<file path="config.mk">
export PLATFORM = sky130hd
export DESIGN_NAME = imem_loader_flat
export DESIGN_NICKNAME = d
export VERILOG_FILES = /design/src/rtl/imem_loader_pkg.sv /design/src/rtl/imem_loader_if.sv /design/src/rtl/imem_loader_word_packer.sv /design/src/rtl/imem_loader.sv /design/src/flat_wrapper.sv
export SDC_FILE = /design/constraint.sdc
export NUM_CORES = 1
export LEC_CHECK = 0
export CAP_MARGIN = 10
export CORE_ASPECT_RATIO = 1.75
export CORE_MARGIN = 2
export CORE_UTILIZATION = 32
export DETAILED_ROUTE_END_ITERATION = 10
export DONT_BUFFER_PORTS = 1
export HOLD_SLACK_MARGIN = 0.03
export MAX_ROUTING_LAYER = met4
export PLACE_DENSITY_LB_ADDON = 0.05
export SKIP_CTS_REPAIR_TIMING = 1
export SLEW_MARGIN = 20
export SYNTH_ARGS = -nofsm -noshare
export SYNTH_HDL_FRONTEND = slang
export SYNTH_SLANG_ARGS = --single-unit
</file>
<file path="constraint.sdc">
create_clock -name clk -period 6 [get_ports clk]
set_input_delay 1.2 -clock clk [delete_from_list [all_inputs] [get_ports clk]]
set_output_delay 1.2 -clock clk [all_outputs]
set_load 0.005 [all_outputs]
</file>
<file path="src/rtl/imem_loader_pkg.sv">
// Shared definitions for the instruction-memory boot loader.
// Revision 1.0
`default_nettype none

package imem_loader_pkg;

   // Shared with the instruction memory so both sides agree on depth.
   localparam int IMEM_ADDR_W    = 10;
   localparam int BYTES_PER_WORD = 4;
   localparam int BYTE_CNT_W     = $clog2(BYTES_PER_WORD);

   typedef enum logic [1:0] {
      ST_IDLE = 2'd0,
      ST_LOAD = 2'd1,
      ST_DONE = 2'd2
   } state_t;

endpackage

`default_nettype wire

</file>
<file path="src/rtl/imem_loader_if.sv">
// Host byte stream, control/status and memory write port of the boot loader.
// Revision 1.0
`default_nettype none

interface imem_loader_if
   import imem_loader_pkg::*;
#(
   parameter int ADDR_W = IMEM_ADDR_W
);

   logic              start;
   logic [ADDR_W:0]   num_words;
   logic              in_valid;
   logic [7:0]        in_data;
   logic              in_ready;
   logic              mem_we;
   logic [ADDR_W-1:0] mem_waddr;
   logic [31:0]       mem_wdata;
   logic              busy;
   logic              done;
   logic              err_overflow;
   logic [31:0]       checksum;
   logic              cpu_hold;

   modport master (
      output start, num_words, in_valid, in_data,
      input  in_ready, mem_we, mem_waddr, mem_wdata,
      input  busy, done, err_overflow, checksum, cpu_hold
   );

   modport slave (
      input  start, num_words, in_valid, in_data,
      output in_ready, mem_we, mem_waddr, mem_wdata,
      output busy, done, err_overflow, checksum, cpu_hold
   );

endinterface

`default_nettype wire

</file>
<file path="src/rtl/imem_loader_word_packer.sv">
// Packs accepted bytes little-endian into 32-bit words; one-cycle word_valid.
// Revision 1.0
`default_nettype none

module imem_loader_word_packer
   import imem_loader_pkg::*;
(
   input  wire logic        clk,
   input  wire logic        rst,
   input  wire logic        clear,
   input  wire logic        byte_valid,
   input  wire logic [7:0]  byte_data,
   output logic             word_complete,
   output logic [31:0]      next_word,
   output logic             word_valid,
   output logic [31:0]      word
);

   localparam logic [BYTE_CNT_W-1:0] C_LAST_BYTE = BYTE_CNT_W'(BYTES_PER_WORD - 1);

   logic [BYTE_CNT_W-1:0] r_byte_cnt;
   logic [31:0]           r_shift;

   // New bytes enter at the top so the first byte ends up in bits [7:0].
   assign next_word     = {byte_data, r_shift[31:8]};
   assign word_complete = byte_valid && (r_byte_cnt == C_LAST_BYTE);

   always_ff @(posedge clk or posedge rst) begin
      if (rst) begin
         r_byte_cnt <= '0;
         r_shift    <= '0;
         word_valid <= 1'b0;
         word       <= '0;
      end else begin
         word_valid <= word_complete;
         if (clear) begin
            r_byte_cnt <= '0;
            r_shift    <= '0;
         end else if (byte_valid) begin
            r_byte_cnt <= r_byte_cnt + 1'b1;
            r_shift    <= next_word;
         end
         if (word_complete) begin
            word <= next_word;
         end
      end
   end

endmodule

`default_nettype wire

</file>
<file path="src/rtl/imem_loader.sv">
// Boot-time instruction memory writer: byte stream in, word writes out, CPU held meanwhile.
// Revision 1.0
`default_nettype none

module imem_loader
   import imem_loader_pkg::*;
#(
   parameter int ADDR_W    = IMEM_ADDR_W,
   parameter int BASE_WORD = 0
)(
   input  wire logic     clk,
   input  wire logic     rst,
   imem_loader_if.slave  bus
);

   localparam logic [ADDR_W+1:0] C_MAX_WORDS = (ADDR_W+2)'((1 << ADDR_W) - BASE_WORD);
   localparam logic [ADDR_W-1:0] C_BASE_ADDR = ADDR_W'(BASE_WORD);
   localparam logic [ADDR_W:0]   C_ONE_WORD  = (ADDR_W+1)'(1);

   state_t            r_state;
   state_t            w_state_nxt;

   logic              w_start_acc;
   logic              w_overflow;
   logic              w_empty;
   logic              w_byte_acc;
   logic              w_word_complete;
   logic              w_last_byte;
   logic [31:0]       w_next_word;
   logic              w_word_valid;
   logic [31:0]       w_word;

   logic [ADDR_W:0]   r_num_words;
   logic [ADDR_W:0]   r_word_cnt;
   logic [ADDR_W-1:0] r_waddr;
   logic [31:0]       r_checksum;
   logic              r_err_overflow;

   assign w_start_acc = bus.start && (r_state != ST_LOAD);
   assign w_overflow  = {1'b0, bus.num_words} > C_MAX_WORDS;
   assign w_empty     = (bus.num_words == '0);
   assign w_byte_acc  = bus.in_valid && (r_state == ST_LOAD);
   assign w_last_byte = w_word_complete && ((r_word_cnt + C_ONE_WORD) == r_num_words);

   imem_loader_word_packer u_packer (
      .clk           (clk),
      .rst           (rst),
      .clear         (w_start_acc),
      .byte_valid    (w_byte_acc),
      .byte_data     (bus.in_data),
      .word_complete (w_word_complete),
      .next_word     (w_next_word),
      .word_valid    (w_word_valid),
      .word          (w_word)
   );

   always_ff @(posedge clk or posedge rst) begin
      if (rst) begin
         r_state <= ST_IDLE;
      end else begin
         r_state <= w_state_nxt;
      end
   end

   always_comb begin
      w_state_nxt = r_state;
      case (r_state)
         ST_IDLE, ST_DONE: begin
            if (w_start_acc) begin
               if (w_empty || w_overflow) begin
                  w_state_nxt = ST_DONE;
               end else begin
                  w_state_nxt = ST_LOAD;
               end
            end
         end
         ST_LOAD: begin
            if (w_last_byte) begin
               w_state_nxt = ST_DONE;
            end
         end
         default: w_state_nxt = ST_IDLE;
      endcase
   end

   // Address and checksum advance on the same edge that completes the word,
   // so they line up with the write strobe in the following cycle.
   always_ff @(posedge clk or posedge rst) begin
      if (rst) begin
         r_num_words    <= '0;
         r_word_cnt     <= '0;
         r_waddr        <= '0;
         r_checksum     <= '0;
         r_err_overflow <= 1'b0;
      end else if (w_start_acc) begin
         r_num_words    <= bus.num_words;
         r_word_cnt     <= '0;
         r_checksum     <= '0;
         r_err_overflow <= w_overflow;
      end else if (w_word_complete) begin
         r_word_cnt <= r_word_cnt + C_ONE_WORD;
         r_waddr    <= C_BASE_ADDR + r_word_cnt[ADDR_W-1:0];
         r_checksum <= r_checksum + w_next_word;
      end
   end

   assign bus.in_ready     = (r_state == ST_LOAD);
   assign bus.busy         = (r_state == ST_LOAD);
   assign bus.cpu_hold     = (r_state == ST_LOAD);
   assign bus.done         = (r_state == ST_DONE);
   assign bus.mem_we       = w_word_valid;
   assign bus.mem_waddr    = r_waddr;
   assign bus.mem_wdata    = w_word;
   assign bus.checksum     = r_checksum;
   assign bus.err_overflow = r_err_overflow;

endmodule

`default_nettype wire

</file>
<file path="src/flat_wrapper.sv">
// flat-port wrapper written by rule: the top's interface ports become plain ports
module imem_loader_flat import imem_loader_pkg::*;
#(
   parameter int ADDR_W    = IMEM_ADDR_W,
   parameter int BASE_WORD = 0
)
  (clk, rst, bus_start, bus_num_words, bus_in_valid, bus_in_data, bus_in_ready, bus_mem_we, bus_mem_waddr, bus_mem_wdata, bus_busy, bus_done, bus_err_overflow, bus_checksum, bus_cpu_hold);
  imem_loader_if #(.ADDR_W(ADDR_W)) bus_i ();
  input  wire logic clk;
  input  wire logic rst;
  input wire logic [$bits(bus_i.start)-1:0] bus_start;
  input wire logic [$bits(bus_i.num_words)-1:0] bus_num_words;
  input wire logic [$bits(bus_i.in_valid)-1:0] bus_in_valid;
  input wire logic [$bits(bus_i.in_data)-1:0] bus_in_data;
  output wire logic [$bits(bus_i.in_ready)-1:0] bus_in_ready;
  output wire logic [$bits(bus_i.mem_we)-1:0] bus_mem_we;
  output wire logic [$bits(bus_i.mem_waddr)-1:0] bus_mem_waddr;
  output wire logic [$bits(bus_i.mem_wdata)-1:0] bus_mem_wdata;
  output wire logic [$bits(bus_i.busy)-1:0] bus_busy;
  output wire logic [$bits(bus_i.done)-1:0] bus_done;
  output wire logic [$bits(bus_i.err_overflow)-1:0] bus_err_overflow;
  output wire logic [$bits(bus_i.checksum)-1:0] bus_checksum;
  output wire logic [$bits(bus_i.cpu_hold)-1:0] bus_cpu_hold;
  assign bus_i.start = bus_start;
  assign bus_i.num_words = bus_num_words;
  assign bus_i.in_valid = bus_in_valid;
  assign bus_i.in_data = bus_in_data;
  assign bus_in_ready = bus_i.in_ready;
  assign bus_mem_we = bus_i.mem_we;
  assign bus_mem_waddr = bus_i.mem_waddr;
  assign bus_mem_wdata = bus_i.mem_wdata;
  assign bus_busy = bus_i.busy;
  assign bus_done = bus_i.done;
  assign bus_err_overflow = bus_i.err_overflow;
  assign bus_checksum = bus_i.checksum;
  assign bus_cpu_hold = bus_i.cpu_hold;
  imem_loader #(.ADDR_W(ADDR_W), .BASE_WORD(BASE_WORD)) u_core (.clk(clk), .rst(rst), .bus(bus_i));
endmodule
</file>
After elaboration in Yosys (flattened, before gate mapping)
Cells that the tools add are included.

cells by class
  mux-type cells = 12
  equal/unequal tests = 7
  reduce and logical (&&, ||, !) cells = 12
  $add $sub $neg = 3
  bitwise operators = 1
  order comparisons = 1

operators with widths
  cell                                                    count
  2-to-1 mux 32 bit                                       4
  adder 32 bit                                            1
  2-to-1 mux 11 bit                                       2
  adder 11 x 1 -> 11 bit (second input constant)          1
  equality test 11 bit                                    1
  > comparator 11 bit (second input constant)             1
  logical NOT 11 bit                                      1
  2-to-1 mux 2 bit                                        5
  equality test 2 bit (second input constant)             2
  logical AND 1 bit                                       4
  inequality test 2 x 1 -> 1 bit (second input constant)  2
  case mux 2 bit (2 select lines)                         1
  AND reduction 2 bit                                     2
  nonzero test 2 bit                                      2
  adder 2 x 1 -> 2 bit (second input constant)            1
  equality test 2 x 1 -> 1 bit (second input constant)    1
  logical NOT 2 bit                                       1
  inequality test 2 bit (second input constant)           1
  OR reduction 2 bit                                      1
  logical OR 1 bit                                        1
  inverter 1 bit                                          1

storage, ports and cells
  flip-flop bits (word level) = 134
  logic and storage cells = 46

Depth between registers and ports, before layout
Gate-level depths: netlist of the first run.

  word-level depth = 6
  depth in mapped cells = 10
  gate-level depth less buffers = 10

By module
A second synthesis of the first run with hierarchy kept.

second synthesis, totals
  cell total of the unflattened synthesis = 695
  area, all modules = 7178.1 um2

modules (own cells, without submodules)
  module                   seq. area each (um2)  cells each  instances  area each (um2)
  imem_loader              1676.6                531         1          4713.3
  imem_loader_word_packer  1476.4                164         1          2464.9

Worst setup path after synthesis of the first run
Ideal clock, no wire load.

  path type = input-to-reg
  from = in bus_in_data[1]
  to = reg u_core.r_checksum[31], in the netlist u_core.bus.checksum[31]
  required time = 5.921 ns
  cell stages on the path = 9
  arrival time = 3.006 ns
  buffers on the path = 0
  path slack = 2.915 ns
  cells stage by stage = ha_1 and3_4 and4_4 a31o_1 a21o_1 a31oi_1 o22ai_1 a221oi_2 mux2i_1

between the ends
  word-level cells in the longest chain between the ends = 3

ends and longest elaborated chain
  item                    RTL line            text
  start: declaration      flat_wrapper.sv:14  input wire logic [$bits(bus_i.in_data)-1:0] bus_in_data;
  adder 32 bit            imem_loader.sv:103  r_checksum <= r_checksum + w_next_word;
  2-to-1 mux 32 bit       imem_loader.sv:100  end else if (w_word_complete) begin
  2-to-1 mux 32 bit       imem_loader.sv:95   end else if (w_start_acc) begin
  end signal: assignment  imem_loader.sv:103
  end: declaration        imem_loader.sv:36   logic [31:0] r_checksum;

No other way between the ends. The select of a mux whose other input is x is not followed.
A chain may end at the register's enable or synchronous reset.

Worst setup path in the final report of the first run
  from = in bus_in_valid
  to = reg u_core.r_word_cnt[7]

between the ends
  word-level cells in the longest chain between the ends = 3

ends and longest elaborated chain
  item                          RTL line                       text
  start: declaration            flat_wrapper.sv:13             input wire logic [$bits(bus_i.in_valid)-1:0] bus_in_valid;
  logical AND 1 bit             imem_loader.sv:42              assign w_byte_acc = bus.in_valid && (r_state == ST_LOAD);
  logical AND 1 bit             imem_loader_word_packer.sv:26  assign word_complete = byte_valid && (r_byte_cnt == C_LAST_BYTE);
  nonzero test 2 bit (no line)  --
  end signal: assignment        imem_loader.sv:101             r_word_cnt <= r_word_cnt + C_ONE_WORD;
  end: declaration              imem_loader.sv:34              logic [ADDR_W:0] r_word_cnt;

No other way between the ends.

==> impl_metrics.py, run 1 <==
metrics = {
    "status": {
        "status": "finished clean",
    },
    "global_route": {
        "busiest_layer": "met2",
        "use_met2_pct": 31.8,
        "grt_overflow": 0,
        "grt_pass1_wl_mm": 30.5,
        "grt_max_degree": 80,
        "grtUsageTotal_pct": 18.3,
        "use_met1_pct": 20.2,
        "antenna_found_initial": 0,
        "met3_usage_pct": 4.39,
        "grt_pass1_vias": 5425,
    },
    "setup_path": {
        "ff2ff_setup_slack_ns": 3.11,
        "end_kind": "register",
        "cp_data_required_time_ns": 6.32,
        "worstPathArrival_ns": 3.30,
        "timing.rr.end": "u_core.bus.checksum[30]",
        "r2r_start": "u_core.bus.checksum[0]",
        "path_class": "in -> reg",
        "cp-start-kind": "input port",
        "worstPathMaxFanout": 61,
        "r2r_cells": 10,
    },
    "synth": {
        "postSynthCellCount": 719,
        "yosys_most_used_dff": "dfrtp_1",
        "synth_nets": 776,
        "synth_edf_count": 0,
        "yosysUniqueCellTypes": 61,
        "synth_area_um2": 6720,
        "synth_simple_gate_area_share_pct": 18.4,
        "synth_compound_area_share_pct": 17.2,
        "synth_top_family_by_area": "simple AND/OR/NAND/NOR gates",
        "synth_xor_area_share_pct": 6.00,
        "yosys_warnings": 0,
        "synthMuxAreaShare_pct": 2.16,
        "syn_area_per_cell_um2": 9.34,
        "synth_fa_ha_area_share_pct": 6.44,
        "ys_ff_latch": 126,
        "ys_async_sr_fraction_pct": 100,
        "yosysSeqAreaShare_pct": 46.9,
    },
    "floorplan": {
        "die_height_um": 196,
        "die_w_um": 114,
        "core.rowCount": 70,
        "dieArea_um2": 22200,
        "core-area_um2": 20800,
        "pin_count": 103,
        "start_util_pct": 32.4,
    },
    "clock_network": {
        "clockBufferDepth": 2,
        "cts_tree": "built",
        "h-tree-depth": 4,
        "cts.sinks": 126,
        "cts.clk_slew.worst_paths_ns": 0.06,
        "clkLatencyLatePin_ns": 0.42,
        "cts_made_buffers": 17,
        "root_buffer": "clkbuf_16",
    },
    "power": {
        "powerDensity_nw_per_um2": 343,
        "swShare_pct": 30.6,
        "internal_power_w": 0.00179,
        "clockPowerShare_pct": 40.0,
        "pwr-share-seq_pct": 42.7,
        "switching_power_w": 0.000791,
        "ir_drop_mv": 0.174,
        "leakagePower_nw": 3.66,
        "p_comb_share_pct": 17.3,
    },
    "hold_path": {
        "holdPathEnd": "u_core.u_packer.r_byte_cnt[1]",
        "min_from": "u_core.u_packer.r_byte_cnt[1]",
        "hold_class": "reg -> reg",
        "hold_path_depth": 1,
    },
    "timing": {
        "fin_crit_ns": 2.97,
        "setup_viol": 0,
        "hold_violations": 0,
        "max_freq_mhz": 336,
        "rsz0062_at_grt": "no",
        "tightestPinTransition_ns": 0.769,
        "fin_tns_setup_ns": 0,
        "period_share_pct": 49.6,
        "slew_headroom_pct": 48.7,
        "slew_violations": 0,
        "fin_skew_ns": 0.0100,
    },
    "route": {
        "drc": 0,
        "wl_per_cell_um": 19.8,
        "ant_nets": 0,
        "drt_iter0_drc": 209,
        "route.vias.total": 5246,
        "routed_via_density": 5.41,
        "routed_wl_mm": 19.2,
        "dr.pass1.iters": 5,
    },
    "final_layout": {
        "antenna_cells": 0,
        "instances_no_fill": 970,
        "drive_gt1_share_pct": 8.77,
        "synthToLayoutAreaGrowth_pct": 12.0,
        "nets": 762,
        "final_cell_area_um2": 7520,
        "finalCoreUtilization_pct": 36.3,
    },
    "placement": {
        "placed_cells": 938,
        "dpl.hpwl_mm": 13.8,
        "gp_congestion": 0.906,
        "post_dp_cell_area_um2": 6930,
        "portBuffers": 0,
    },
    "job": {
        "cap_violations": 0,
    },
}
-- flip-flops by register name, summed over array words and instances, names as in the netlist, 2 cells and up --
register                    flops
u_core.bus.mem_waddr           10
u_core.r_num_words             11
u_core.u_packer.word           32
u_core.r_word_cnt              11
u_core.r_state                  2
u_core.bus.checksum            32
u_core.u_packer.r_shift        24
u_core.u_packer.r_byte_cnt      2
-- synth_stat cells (2+ instances only) --
| library cell | instances | area share [%] |
|---|---|---|
| inv_1 | 8 | 0.45 |
| nand3_1 | 51 | 3.8 |
| buf_1 | 8 | 0.45 |
| nor2_1 | 15 | 0.84 |
| o22ai_1 | 4 | 0.37 |
| a22o_1 | 25 | 3.3 |
| or3_1 | 2 | 0.19 |
| and3_1 | 6 | 0.56 |
| nor4_1 | 3 | 0.28 |
| a21o_1 | 18 | 2.0 |
| dfrtp_1 | 126 | 47 |
| nor2b_1 | 4 | 0.37 |
| o21bai_1 | 4 | 0.45 |
| o21ai_0 | 52 | 3.9 |
| buf_4 | 2 | 0.22 |
| a21oi_1 | 28 | 2.1 |
| nand2_1 | 175 | 9.8 |
| nand2b_1 | 3 | 0.28 |
| o31ai_1 | 6 | 0.67 |
| clkbuf_1 | 22 | 1.2 |
| nor3_1 | 8 | 0.60 |
| xnor2_1 | 23 | 3.0 |
| or2_2 | 2 | 0.19 |
| xor2_1 | 23 | 3.0 |
| nand4_1 | 5 | 0.47 |
| o21ai_2 | 2 | 0.26 |
| o211ai_1 | 5 | 0.56 |
| mux2_2 | 12 | 2.0 |
| ha_1 | 33 | 6.1 |
| buf_2 | 6 | 0.45 |
| a31oi_1 | 8 | 0.75 |
-- critical path, cell delays in order --
cell and delay, ns:
and3b_1 0.13, buf_4 0.32, nand2_4 0.40, inv_2 0.51
buf_4 0.42, nand2_1 0.08, nand2_1 0.08, nand2_1 0.06
o31ai_1 0.07
-- power by group through the flow --
stage,clock [W],sequential (W),combinational [W]
3_5_place_dp,0,0.00112,0.000451
2_1_floorplan,0,0.00105,0.000368
3_3_place_gp,0,0.00112,0.000443
4_1_cts,0.00106,0.00111,0.000452
5_1_grt,0.00110,0.00112,0.000505
6_report,0.00103,0.00110,0.000447
-- worst max path at each step --
stage / startpoint / end / slack [ns]
floorplan: rst / u_core.bus.checksum[0] / 1.44
global placement: bus_in_valid / u_core.r_word_cnt[9] / 2.59
detailed placement: bus_in_valid / u_core.r_state[0] / 2.53
CTS: bus_in_valid / u_core.r_state[0] / 2.98
global route: bus_in_valid / u_core.r_word_cnt[7] / 2.77
finish: bus_in_valid / u_core.r_word_cnt[7] / 3.03
-- stage by stage --
stage	worst slack [ns]	hold WS, ns	total power, W
global route	2.77	0.530	0.00272
floorplan	1.44	0.466	0.00142
CTS	2.98	0.508	0.00262
detailed placement	2.53	0.486	0.00157
finish	3.03	0.506	0.00258
global placement	2.59	0.487	0.00156
-- cell families (layout without fill, tap and decap cells) --
logic type               count (synthesis)  count (layout)
AO/OA/AOI/OAI                          172             172
adder cells (fa/ha/maj)                 34              34
flip-flops                             126             126
XOR/XNOR                                46              46
buffers and inverters                   46              45
AND/OR/NAND/NOR                        282             282
multiplexers                            13              13
-- layout make-up --
| type | count | area, um^2 |
|---|---|---|
| repair buffers | 5 | 37.5 |
| flip-flops and latches | 126 | 3150 |
| clock inverters | 9 | 108 |
| well taps | 252 | 315 |
| multi-input cells | 547 | 3400 |
| fillers | 2109 | 13200 |
| inverters | 8 | 35.0 |
| clock buffers | 23 | 478 |
-- cell usage in the layout, fill, tap and decap left out, types with 5 or more instances in the layout --
| cell | count |
|---|---|
| clkbuf_16 | 17 |
| a31oi_1 | 8 |
| o31ai_1 | 6 |
| a21o_1 | 18 |
| xor2_1 | 23 |
| and3_1 | 6 |
| buf_4 | 5 |
| ha_1 | 33 |
| a22o_1 | 25 |
| xnor2_1 | 23 |
| dfrtp_1 | 126 |
| inv_1 | 6 |
| mux2_2 | 12 |
| o211ai_1 | 5 |
| o21ai_0 | 52 |
| nand4_1 | 5 |
| nand3_1 | 51 |
| nand2_1 | 173 |
| a21oi_1 | 27 |
| nor3_1 | 8 |
| nor2_1 | 15 |
-- per-layer routing --
metal	share of wire, %	routed length, um
met4	2.2	428
met2	53	10200
met3	4.5	857
met1	40	7690
met5	0	0
Note: power is estimated with default switching activity, not from simulation.
==> run 2, diff against run 1 <==
clock period = 3.1 ns   (was 6 ns; I/O delays follow)
==> run 2 against run 1 <==
Wire length increased by 1.9%. Combinational power increased by 100%. Highest routed layer unchanged. Core utilization increased by 0.72 points. Largest power group is now the clock network. Clock skew increased by 0.0030 ns. Critical path depth increased by 1. Cell area increased by 2.0%. Non-clock buffer count increased by 5. Critical path type is now reg -> reg. Register-to-register slack got worse by 2.7 ns.
==> impl_metrics.py, run 2 (synthesis results as in run 1) <==
metrics = {
    "setup_path": {
        "endpoint": "u_core.bus.checksum[30]",
        "path_cells": "ha_1 -> fa_1 -> a21oi_1 -> o21ai_0 -> nand2_1 -> o22ai_1 -> o211ai_1 -> a21oi_1 -> or3_1 -> nand3_1",
        "path_common_cell": "a21oi_1",
        "cp-start-kind": "register",
        "max_stage_delay_ns": 0.43,
        "r2r_cells": 10,
        "ff2ff_setup_slack_ns": 0.36,
        "worstPathArrival_ns": 3.10,
        "end_kind": "register",
        "crit_start": "u_core.bus.checksum[0]",
        "timing.rr.end": "u_core.bus.checksum[30]",
        "r2r_start": "u_core.bus.checksum[0]",
        "path_class": "reg -> reg",
        "cp_data_required_time_ns": 3.46,
        "worstPathMaxFanout": 4,
        "slowest_stage": "fa_1",
    },
    "final_layout": {
        "antenna_cells": 0,
        "final_common_cell": "nand2_1",
        "multi_input_area_um2": 3390,
        "nets": 767,
        "drive_gt1_share_pct": 9.82,
        "synthToLayoutAreaGrowth_pct": 14.2,
        "final.fill_count": 2098,
        "finalCoreUtilization_pct": 37.0,
        "seqCellArea_um2": 3150,
        "mostFrequentLayoutCells": "nand2_1 (173), dfrtp_1 (126), o21ai_0 (52)",
    },
    "route": {
        "ant_nets": 0,
        "route.vias.total": 5246,
        "wl_per_cell_um": 20.0,
        "routed_wl_mm": 19.5,
        "drt_iter0_drc": 234,
        "routed_via_density": 5.38,
        "drc": 0,
        "dr.pass1.iters": 6,
    },
    "power": {
        "leakagePower_nw": 3.74,
        "powerDensity_nw_per_um2": 703,
        "ir_drop_mv": 0.579,
    },
    "timing": {
        "tightestPinTransition_ns": 0.689,
        "rsz0062_at_grt": "no",
        "fin_skew_ns": 0.0131,
        "max_freq_mhz": 365,
        "slew_headroom_pct": 54.0,
        "fin_tns_setup_ns": 0,
        "hold_violations": 0,
        "slew_violations": 0,
        "period_share_pct": 88.3,
        "fin_crit_ns": 2.74,
        "setup_viol": 0,
    },
    "floorplan": {
        "pin_count": 103,
        "core.rowCount": 70,
        "die_height_um": 196,
        "dieArea_um2": 22200,
        "die_w_um": 114,
        "start_util_pct": 32.4,
        "core-area_um2": 20800,
    },
    "clock_network": {
        "cts_tree": "built",
        "h-tree-depth": 4,
        "clkLatencyLatePin_ns": 0.43,
        "cts_made_buffers": 17,
        "root_buffer": "clkbuf_16",
        "cts.sinks": 126,
        "clockBufferDepth": 2,
        "cts.clk_slew.worst_paths_ns": 0.06,
    },
    "placement": {
        "dpl.hpwl_mm": 14.0,
        "portBuffers": 0,
        "gp_congestion": 0.872,
    },
    "status": {
        "status": "finished clean",
    },
    "global_route": {
        "grtUsageTotal_pct": 18.9,
        "grt_pass1_wl_mm": 30.9,
        "grt_pass1_vias": 5398,
        "antenna_found_initial": 0,
        "grt_max_degree": 127,
        "grt_overflow": 0,
    },
    "hold_path": {
        "hold_class": "in -> async",
    },
    "job": {
        "cap_violations": 0,
    },
}
## run 2: cell count changes in the layout (fill, tap and decap cells not counted)
| cell | previous run | this run |
|---|---|---|
| buf_12 | 0 | 1 |
| a21oi_2 | 1 | 2 |
| inv_6 | 3 | 2 |
| clkinv_4 | 0 | 2 |
| clkbuf_1 | 3 | 0 |
| bufinv_16 | 2 | 6 |
| clkinv_2 | 3 | 1 |
| a21oi_4 | 2 | 1 |
| buf_4 | 5 | 9 |
## run 2: worst max-delay path: cells and delay by family, from the launching register on
kind / cells / cell delay, ns
AO/OA/AOI/OAI: 5 / 0.97
adder cells (fa/ha/maj): 2 / 0.70
AND/OR/NAND/NOR: 3 / 0.58
flip-flops: 1 / 0.42
## run 2: how the worst min path moves through the flow
stage	slack, ns	end	cells past startpoint
CTS	0.27	u_core.u_packer.word[30]	2
global route	0.29	u_core.u_packer.word[26]	2
global placement	0.49	u_core.u_packer.r_byte_cnt[1]	1
finish	0.26	u_core.u_packer.word[10]	2
floorplan	0.47	u_core.u_packer.word[0]	2
detailed placement	0.49	u_core.bus.mem_waddr[9]	2
## run 2: stage by stage
stage | instances | hold WS, ns | power, W | area (um^2) | setup slack, ns
after floorplan | 719 | 0.466 | 0.00275 | 6720 | 0.595
after global placement | 943 | 0.487 | 0.00306 | 6980 | 0.363
after detailed placement | 943 | 0.492 | 0.00307 | 6980 | 0.342
after CTS | 975 | 0.270 | 0.00548 | 7670 | 0.325
after global routing | 975 | 0.289 | 0.00567 | 7670 | 0.0800
final | 975 | 0.261 | 0.00539 | 7670 | 0.363
## run 2: per-layer routing
| layer | up-vias | global-route usage [%] | wire length [um] |
|---|---|---|---|
| met4 | 0 | 7.68 | 533 |
| met3 | 29 | 4.39 | 898 |
| met1 | 2562 | 20.0 | 7450 |
| li1 | 2527 | - | - |
| met2 | 128 | 33.5 | 10700 |
| met5 | - | - | 0 |
## run 2: report_power, final
part,internal [W],switching (W)
Combinational,0.000365,0.000528
Sequential,0.00187,0.000254
Clock,0.00158,0.000799
Total,0.00381,0.00158
## run 2: final cells by class
cell class / count / share of cell area, %
repair buffers: 10 / 1.14
clock buffers: 20 / 6.08
well taps: 252 / 4.11
multi-input cells: 547 / 44.2
clock inverters: 12 / 2.97
inverters: 8 / 0.440
flip-flops and latches: 126 / 41.1
==> run 3, diff against run 2 <==
ABC_AREA = 1   (was not set)
MAX_ROUTING_LAYER = not set   (was met4)
==> run 3 against run 2 <==
Critical path depth shrank 2. Hold slack gained 0.048 ns. First-iteration DRC count grew 24%. Synthesized cell count grew 27%. Core utilization grew 0.078 points. Die area grew 3.4%. Cell area grew 3.4%. Combinational power shrank 0.4%. Non-clock buffer count shrank 2. Global-route usage grew 1.4 points. Clock skew shrank 0.0039 ns.
==> impl_metrics.py, run 3 <==
metrics = {
    "synth": {
        "synth_top_family_by_area": "simple AND/OR/NAND/NOR gates",
        "synth_top_area_share_pct": 45.3,
        "synth_edf_count": 0,
        "synth_simple_gate_area_share_pct": 25.7,
        "synth_xor_area_share_pct": 0.504,
        "yosysTopAreaCell": "dfrtp_1",
        "yosys-top-cells-area": "dfrtp_1 (45%), nand2_1 (15%), ha_1 (5.9%)",
        "synth_nets": 971,
        "synthMuxAreaShare_pct": 0,
        "yosysUniqueCellTypes": 37,
        "yosys_warnings": 0,
        "ys_async_sr_fraction_pct": 100,
        "ys_ff_latch": 126,
        "yosysSeqAreaShare_pct": 45.3,
        "synth_compound_area_share_pct": 15.1,
        "postSynthCellCount": 914,
        "synthTopCellsByCount": "nand2_1 (271), dfrtp_1 (126), inv_1 (95)",
        "yosysMostFrequentCell": "nand2_1",
        "synth_area_um2": 6950,
        "yosys_most_used_dff": "dfrtp_1",
        "syn_area_per_cell_um2": 7.61,
        "synth_fa_ha_area_share_pct": 6.23,
    },
    "timing": {
        "whs_ns": 0.309,
        "tightestPinTransition_ns": 0.975,
        "slew_headroom_pct": 35.0,
        "fin_tns_setup_ns": 0,
        "hold_violations": 0,
        "slew_violations": 0,
        "period_share_pct": 76.9,
        "max_freq_mhz": 419,
        "fin_crit_ns": 2.38,
        "fin_skew_ns": 0.00916,
        "setup_viol": 0,
        "rsz0062_at_grt": "no",
    },
    "setup_path": {
        "end_kind": "register",
        "cp-start-kind": "register",
        "worstPathMaxFanout": 33,
        "path_cells": "inv_2 -> nor2_4 -> nor2_2 -> buf_4 -> inv_2 -> nand2_1 -> inv_2 -> a22o_1",
        "cp_data_required_time_ns": 3.47,
        "critPathBufInv": 4,
        "path_common_cell": "inv_2",
        "cpLargestDelayFamily": "buffers and inverters",
        "r2r_start": "u_core.r_state[0]",
        "slowest_stage": "inv_2",
        "path_class": "reg -> reg",
        "worstPathArrival_ns": 2.75,
        "ff2ff_setup_slack_ns": 0.72,
        "max_stage_delay_ns": 0.65,
        "crit_start": "u_core.r_state[0]",
    },
    "route": {
        "dr.pass1.iters": 5,
        "drt_iter0_drc": 289,
        "drc": 0,
        "wl_per_cell_um": 18.4,
        "route.vias.total": 6030,
        "routed_via_density": 4.94,
        "routed_wl_mm": 22.5,
        "ant_nets": 0,
    },
    "final_layout": {
        "nets": 973,
        "finalCoreUtilization_pct": 37.1,
        "drive_gt1_share_pct": 5.38,
        "multi_input_area_um2": 3310,
        "final.fill_count": 2202,
        "synthToLayoutAreaGrowth_pct": 14.1,
        "mostFrequentLayoutCells": "nand2_1 (271), dfrtp_1 (126), inv_1 (94)",
        "final_common_cell": "nand2_1",
        "seqCellArea_um2": 3150,
        "antenna_cells": 0,
    },
    "job": {
        "cap_violations": 0,
    },
    "clock_network": {
        "clockBufferDepth": 2,
        "cts.sinks": 126,
        "h-tree-depth": 4,
        "clkLatencyLatePin_ns": 0.43,
        "cts.clk_slew.worst_paths_ns": 0.06,
        "cts_made_buffers": 17,
        "root_buffer": "clkbuf_16",
        "cts_tree": "built",
    },
    "power": {
        "ir_drop_mv": 0.417,
        "powerDensity_nw_per_um2": 650,
        "leakagePower_nw": 3.81,
        "power_w": 0.00516,
    },
    "placement": {
        "gp_congestion": 0.900,
        "portBuffers": 0,
        "dpl.hpwl_mm": 17.2,
    },
    "floorplan": {
        "die_w_um": 115,
        "core.rowCount": 71,
        "start_util_pct": 32.5,
        "core-area_um2": 21400,
        "dieArea_um2": 23000,
        "die_height_um": 199,
        "pin_count": 103,
    },
    "global_route": {
        "grt_overflow": 0,
        "grtUsageTotal_pct": 20.3,
        "grt_pass1_vias": 6145,
        "antenna_found_initial": 0,
        "grt_max_degree": 104,
        "grt_pass1_wl_mm": 34.7,
    },
    "hold_path": {
        "hold_class": "in -> reg",
        "min_from": "bus_num_words[2]",
    },
    "status": {
        "status": "finished clean",
    },
}
-- run 3: changes by cell type after synthesis, moves of 20 or more --
cell	previous run	this run
nand2_1	175	271
inv_1	8	95
nor2_1	15	73
o22ai_1	4	31
o21ai_0	52	77
a22o_1	25	2
o21ai_1	1	24
a21oi_1	28	50
xnor2_1	23	1
xor2_1	23	3
-- run 3: worst paths after layout --
path                                                 endpoint  depth (start not counted)
max in group asynchronous          u_core.u_packer.r_shift[8]                          3
worst max register to register         u_core.bus.checksum[0]                          8
worst max-delay path                   u_core.bus.checksum[0]                          8
worst min register to register  u_core.u_packer.r_byte_cnt[0]                          1
min in group asynchronous             u_core.bus.checksum[12]                          2
worst min-delay path                    u_core.r_num_words[2]                          2
-- run 3: per-layer routing --
metal  vias up  routed length [um]  track usage, %
met5         -                   0               0
met4         0                 549            7.36
met3        24                 904            4.91
met2       128               12700            38.5
met1      2851                8370            21.2
li1       3027                   -               -
-- run 3: cells by family (layout without fill, tap and decap cells) --
family / count (synthesis) / count (layout)
AND/OR/NAND/NOR: 431 / 431
AO/OA/AOI/OAI: 195 / 195
flip-flops: 126 / 126
buffers and inverters: 124 / 139
adder cells (fa/ha/maj): 34 / 34
XOR/XNOR: 4 / 4
-- run 3: layout make-up --
class	instances	share of cell area, %
sequential	126	39.7
inverter	99	4.73
clock buffer	19	5.58
timing repair buffer	8	0.946
clock inverter	13	2.67
tap	292	4.61
multi-input combinational	664	41.7
-- run 3: stage by stage --
step	area (um^2)	cells	setup slack [ns]
final	7930	1221	0.715
after global routing	7930	1221	0.451
after CTS	7920	1220	0.686
after detailed placement	7270	1188	0.687
after global placement	7270	1188	0.759
after floorplan	6960	914	0.927
-- run 3: power by group --
part | leakage (nW) | internal, W | switching (W)
clock network | 0.318 | 0.00145 | 0.000804
registers | 1.73 | 0.00185 | 0.000163
logic | 1.76 | 0.000260 | 0.000629
total | 3.81 | 0.00356 | 0.00160
